[src/rtl/interrupt_ack_sequencer.sv]
// INTA sequencer for an 8259A-style PIC: synchronizes INTA_N, walks the two-pulse
// 8086 acknowledge, drives/compares cascade IDs and issues ISR-set / AEOI pulses.
module interrupt_ack_sequencer #(
   parameter int SYNC_STAGES = 2
) (
   input  logic       clk,
   input  logic       rst_n,
   input  logic       INTA_N,
   input  logic       int_pending,
   input  logic [2:0] highest_level,
   input  logic       SNGL,
   input  logic       SP,
   input  logic [7:0] icw3,
   input  logic [4:0] icw2_t,
   input  logic       aeoi,
   input  logic [2:0] CAS_in,
   output logic [2:0] CAS_out,
   output logic       CAS_oe,
   output logic [7:0] data_out,
   output logic       data_oe,
   output logic       freeze,
   output logic       isr_set,
   output logic [2:0] isr_level,
   output logic       eoi_auto,
   output logic       ack_active
);

   localparam logic [1:0] IDLE  = 2'd0;
   localparam logic [1:0] ACK1  = 2'd1;
   localparam logic [1:0] WAIT2 = 2'd2;
   localparam logic [1:0] ACK2  = 2'd3;

   logic [SYNC_STAGES-1:0] sync_q;
   logic                   prev_q;
   logic                   fall_q;
   logic                   rise_q;

   logic [1:0] state_q, state_d;
   logic [2:0] level_q;
   logic       owns_q;
   logic       issued_q;
   logic       setPend_q;
   logic       isrSet_q;
   logic [2:0] casOut_q;
   logic       casOe_q;
   logic [7:0] dataOut_q;
   logic       dataOe_q;
   logic       ackActive_q;
   logic       eoi_q;

   logic [2:0] level_d;
   logic       isMaster;
   logic       isSlave;
   logic       cascade_d;
   logic       owns_d;
   logic       issue_d;
   logic       enterAck1;
   logic       enterAck2;
   logic       exitAck2;

   // Edge flags are registered, so a strobe edge moves the FSM SYNC_STAGES+2 clocks later.
   always_ff @(posedge clk or negedge rst_n) begin
      if (!rst_n) begin
         sync_q <= '1;
         prev_q <= 1'b1;
         fall_q <= 1'b0;
         rise_q <= 1'b0;
      end else begin
         sync_q <= {sync_q[SYNC_STAGES-2:0], INTA_N};
         prev_q <= sync_q[SYNC_STAGES-1];
         fall_q <= prev_q & ~sync_q[SYNC_STAGES-1];
         rise_q <= ~prev_q & sync_q[SYNC_STAGES-1];
      end
   end

   always_comb begin
      state_d = state_q;
      case (state_q)
         IDLE:    if (fall_q) state_d = ACK1;
         ACK1:    if (rise_q) state_d = WAIT2;
         WAIT2:   if (fall_q) state_d = ACK2;
         ACK2:    if (rise_q) state_d = IDLE;
         default: state_d = IDLE;
      endcase
   end

   // Role and vector ownership are decided once, from the inputs seen at ACK1 entry.
   assign level_d   = int_pending ? highest_level : 3'd7;
   assign isMaster  = ~SNGL & SP;
   assign isSlave   = ~SNGL & ~SP;
   assign cascade_d = isMaster & icw3[level_d];
   assign owns_d    = SNGL | (isMaster & ~icw3[level_d]) | (isSlave & (CAS_in == icw3[2:0]));
   assign issue_d   = int_pending & (owns_d | cascade_d);

   assign enterAck1 = (state_q == IDLE)  & fall_q;
   assign enterAck2 = (state_q == WAIT2) & fall_q;
   assign exitAck2  = (state_q == ACK2)  & rise_q;

   always_ff @(posedge clk or negedge rst_n) begin
      if (!rst_n) begin
         state_q     <= IDLE;
         level_q     <= 3'd0;
         owns_q      <= 1'b0;
         issued_q    <= 1'b0;
         setPend_q   <= 1'b0;
         isrSet_q    <= 1'b0;
         casOut_q    <= 3'd0;
         casOe_q     <= 1'b0;
         dataOut_q   <= 8'd0;
         dataOe_q    <= 1'b0;
         ackActive_q <= 1'b0;
         eoi_q       <= 1'b0;
      end else begin
         state_q   <= state_d;
         isrSet_q  <= setPend_q;
         setPend_q <= 1'b0;
         eoi_q     <= 1'b0;
         if (enterAck1) begin
            level_q     <= level_d;
            owns_q      <= owns_d;
            issued_q    <= issue_d;
            setPend_q   <= issue_d;
            ackActive_q <= 1'b1;
            if (cascade_d) begin
               casOut_q <= level_d;
               casOe_q  <= 1'b1;
            end
         end
         if (enterAck2 && owns_q) begin
            dataOe_q  <= 1'b1;
            dataOut_q <= {icw2_t, level_q};
         end
         if (exitAck2) begin
            dataOe_q    <= 1'b0;
            casOe_q     <= 1'b0;
            ackActive_q <= 1'b0;
            eoi_q       <= aeoi & issued_q;
         end
      end
   end

   assign CAS_out    = casOut_q;
   assign CAS_oe     = casOe_q;
   assign data_out   = dataOut_q;
   assign data_oe    = dataOe_q;
   assign freeze     = ackActive_q;
   assign ack_active = ackActive_q;
   assign isr_set    = isrSet_q;
   assign isr_level  = level_q;
   assign eoi_auto   = eoi_q;

endmodule

[config.mk]
export PLATFORM = sky130hd
export DESIGN_NAME = interrupt_ack_sequencer
export DESIGN_NICKNAME = d
export VERILOG_FILES = /design/src/rtl/interrupt_ack_sequencer.sv
export SDC_FILE = /design/constraint.sdc
export NUM_CORES = 1
export LEC_CHECK = 0
export BUFFER_PORTS_ARGS = -buffer_cell sky130_fd_sc_hd__clkbuf_2
export CORE_ASPECT_RATIO = 0.75
export CORE_UTILIZATION = 45
export CTS_BUF_LIST = sky130_fd_sc_hd__clkbuf_8
export DETAILED_ROUTE_END_ITERATION = 8
export PLACE_DENSITY = 0.74
export SYNTH_ARGS = -nofsm -noshare
export SYNTH_HDL_FRONTEND = slang
export SYNTH_SLANG_ARGS = --single-unit
[constraint.sdc]
create_clock -name clk -period 2.2 [get_ports clk]
set_input_delay 0.22 -clock clk [delete_from_list [all_inputs] [get_ports clk]]
set_output_delay 0.22 -clock clk [all_outputs]
set_load 0.01 [all_outputs]
==> metrics.md <==
| Metric | Value |
|---|---|
| Total clock sinks | `29` |
| Final hold vios | `0` |
| Drt pass-1 iters | `4` |
| Synth Cell Area | `1260 um^2` |
| CTS buffer count | `5` |
| Peak Freq | `548 MHz` |
| Synth cell types | `29` |
| Worst EP required | `2.40 ns` |
| Post-CTS sizing | `0` |
| Clk pin slew, worst setup/hold paths | `0.06 ns` |
| Worst Path Class, Setup | `flip-flop to flip-flop` |
| Post-synth net total | `130` |
| First-pass GRT wire length | `3640 um` |
| Critical Path Start Type | `flip-flop` |
| Synth Register Bits | `29` |
| Clk buf depth | `2` |
| Util after Layout | `0.620` |
| Cell count after placement | `177` |
| Via density | `4.84` |
| Drt initial violations | `28` |
| CP max FO | `6` |
| IO Pins | `46` |
| Max-slew violations | `0` |
| Initial Util | `0.477` |
| Synth Instances | `99` |
| Measured slew at the worst slew-check pin | `0.665 ns` |
| Slew HR | `0.557` |
| Setup TNS | `0 ns` |
| Post-DP HPWL | `1700 um` |
| Place WS | `0.405 ns` |
| RSZ-0062 raised after global routing | `no` |
| WL per Instance | `11.9 um` |
| Post-synth top area share | `0.516` |
| Worst r2r src | `state_q[0]$_DFFE_PN0P_` |
| Worst hold endpoint | `sync_q[0]$_DFF_PN1_` |
| Largest net degree at the start of global routing | `30` |
| Non-Filler Instances | `186` |
| Ys Warns | `0` |
| Full die area | `3020 um^2` |
| GRT Resource Usage Total | `0.169` |
| Status | `finished, final reports clean` |
| Input/output buffers | `45` |
| Period utilization | `0.829` |
| Via count | `901` |
| Ys flop type | `dfrtp_1` |
| Min Tclk post-route | `1.82 ns` |
| Area leader, netlist | `dfrtp_1` |
| FF-to-FF End | `CAS_out[0]$_DFFE_PN0P_` |
| Width of the die | `63.1 um` |
| CTS H-tree depth | `2` |
| Register area share after synthesis | `0.578` |
| Hold path startpoint | `INTA_N` |
| Asr flop ratio synth | `1.00` |
| Synth Area per Inst | `12.7 um^2` |
| Final setup fails | `0` |
| WP data arrival | `2.02 ns` |
| Setup WS post-layout | `0.376 ns` |
| Setup crit end kind | `flip-flop` |
| Hold/Removal Path Class | `input pin to flip-flop` |
| Pwr Total | `0.00203 W` |
| Worst-skew pair later-pin latency | `0.27 ns` |
| Ranking of synthesized cells by area | `dfrtp_1 52%, mux2_2 8.0%, dfstp_2 6.3%` |
| Layout fillers | `241` |
| Leakage | `0.828 nW` |
| Rows | `16` |
| Grt ovf | `0` |
| Peak VDD IR | `0.877 mV` |
| CTS tree | `built` |
| Antenna Cells | `0` |
| Clock Skews | `0.00528 ns` |
| Residual DRC | `0` |
| Internal reg-to-reg setup slack | `0.38 ns` |
| Layout area overhead | `30.0%` |
| Hold path depth | `1` |
| Initial antenna violation count | `0` |
| Layout cells sized above 1 | `0.447` |
| Max_cap viols | `0` |
| Post-synth EDFFs | `0` |
| Final WL | `2220 um` |
| CTS root buffer | `clkbuf_8` |
| Die Y | `47.9 um` |
| Final net count | `180` |
| Gpl congestion | `0.741` |
| Vias in the first global route | `842` |
| Reg2reg path depth | `6` |
| Core footprint | `2640 um^2` |
| Pwr dens | `1240 nW/um^2` |
| Final ANT Viol Nets | `0` |
## synth_stat cells (all sizes together) (3+ instances only)
master and n:
nor3b 3, dfstp 3, dfrtp 26, nor2 3, xnor2 3, mux2i 5
inv 5, a21oi 4, nand2 6, nor2b 5, ha 5, o21ai 3
mux2 9
## kinds of logic (layout without fill, tap and decap cells)
family	count (synthesis)	in the layout	synth area share
adder cells (fa/ha/maj)	5	5	0.0496
buffers and inverters	8	59	0.0298
AND/OR/NAND/NOR	23	23	0.102
AO/OA/AOI/OAI	17	17	0.0992
XOR/XNOR	3	3	0.0208
flip-flops	29	29	0.578
multiplexers	14	14	0.120
## worst max path at each step
stage                                       from                endpoint  slack (ns)
final                     state_q[0]$_DFFE_PN0P_  CAS_out[0]$_DFFE_PN0P_        0.38
after global placement    state_q[0]$_DFFE_PN0P_  CAS_out[1]$_DFFE_PN0P_        0.54
after CTS                 state_q[0]$_DFFE_PN0P_  CAS_out[0]$_DFFE_PN0P_        0.39
after floorplan           state_q[0]$_DFFE_PN0P_  CAS_out[0]$_DFFE_PN0P_        0.62
after detailed placement  state_q[0]$_DFFE_PN0P_  CAS_out[0]$_DFFE_PN0P_        0.41
after global routing      state_q[0]$_DFFE_PN0P_  CAS_out[0]$_DFFE_PN0P_        0.22
## area by class of cell
type / count / area, um^2 / share of cell area
clock buffer: 6 / 82.6 / 0.0504
timing repair buffer: 46 / 235 / 0.144
inverter: 5 / 18.8 / 0.0115
multi-input combinational: 62 / 494 / 0.302
sequential: 29 / 729 / 0.445
tap: 36 / 45.0 / 0.0275
clock inverter: 2 / 33.8 / 0.0206
## placed cells by master (no fill, tap or decap), drive strengths merged
cell	count
a311oi	2
and3b	1
nor2	3
dlygate4sd3	1
nand4b	1
nor3	1
o21ai	3
and2b	1
o211ai	1
o21a	1
a21oi	4
xnor2	3
a221oi	1
dfrtp	26
o22ai	1
mux2	9
mux2i	5
nor2b	5
dfstp	3
bufinv	1
clkbuf	51
inv	6
nor3b	3
o2111a	1
nand2	6
a21o	1
a21boi	1
ha	5
a2bb2oi	1
nand3	2
## flip-flops by register name, summed over array words and instances (netlist names), 2 cells and up
register,flops
CAS_out,3
sync_q,2
state_q,2
isr_level,3
data_out,8
## per-stage QoR
| stage | cell area, um^2 | hold slack (ns) |
|---|---|---|
| final | 1640 | 0.0294 |
| after global routing | 1640 | 0.0127 |
| after CTS | 1640 | 0.0189 |
| after detailed placement | 1510 | 0.286 |
| after global placement | 1510 | 0.277 |
| after floorplan | 1260 | -0.0756 |
## worst max-delay path, stage by stage, from the launching register on
cell and delay [ns]:
dfrtp_1 0.40, inv_1 0.13, ha_1 0.29, nand4b_1 0.16, a221oi_2 0.25, o2111a_2 0.33
mux2i_1 0.20
## routing by layer
layer	wire [um]	GRT usage
met1	993	0.183
met4	37	0.0884
met3	119	0.0690
met5	0	0
met2	1070	0.299
## timing repair
action | CTS | global route
hold endpoints to repair | 26 | 0
hold buffers | 1 | 0
setup buffers | 0 | 0
## report_power, final
group          internal [W]  switching (W)  leakage, nW
logic              0.000313       0.000320        0.421
clock network      0.000364       0.000188       0.0626
registers          0.000730       0.000115        0.344
No activity file was read; power rests on OpenSTA's default activity.
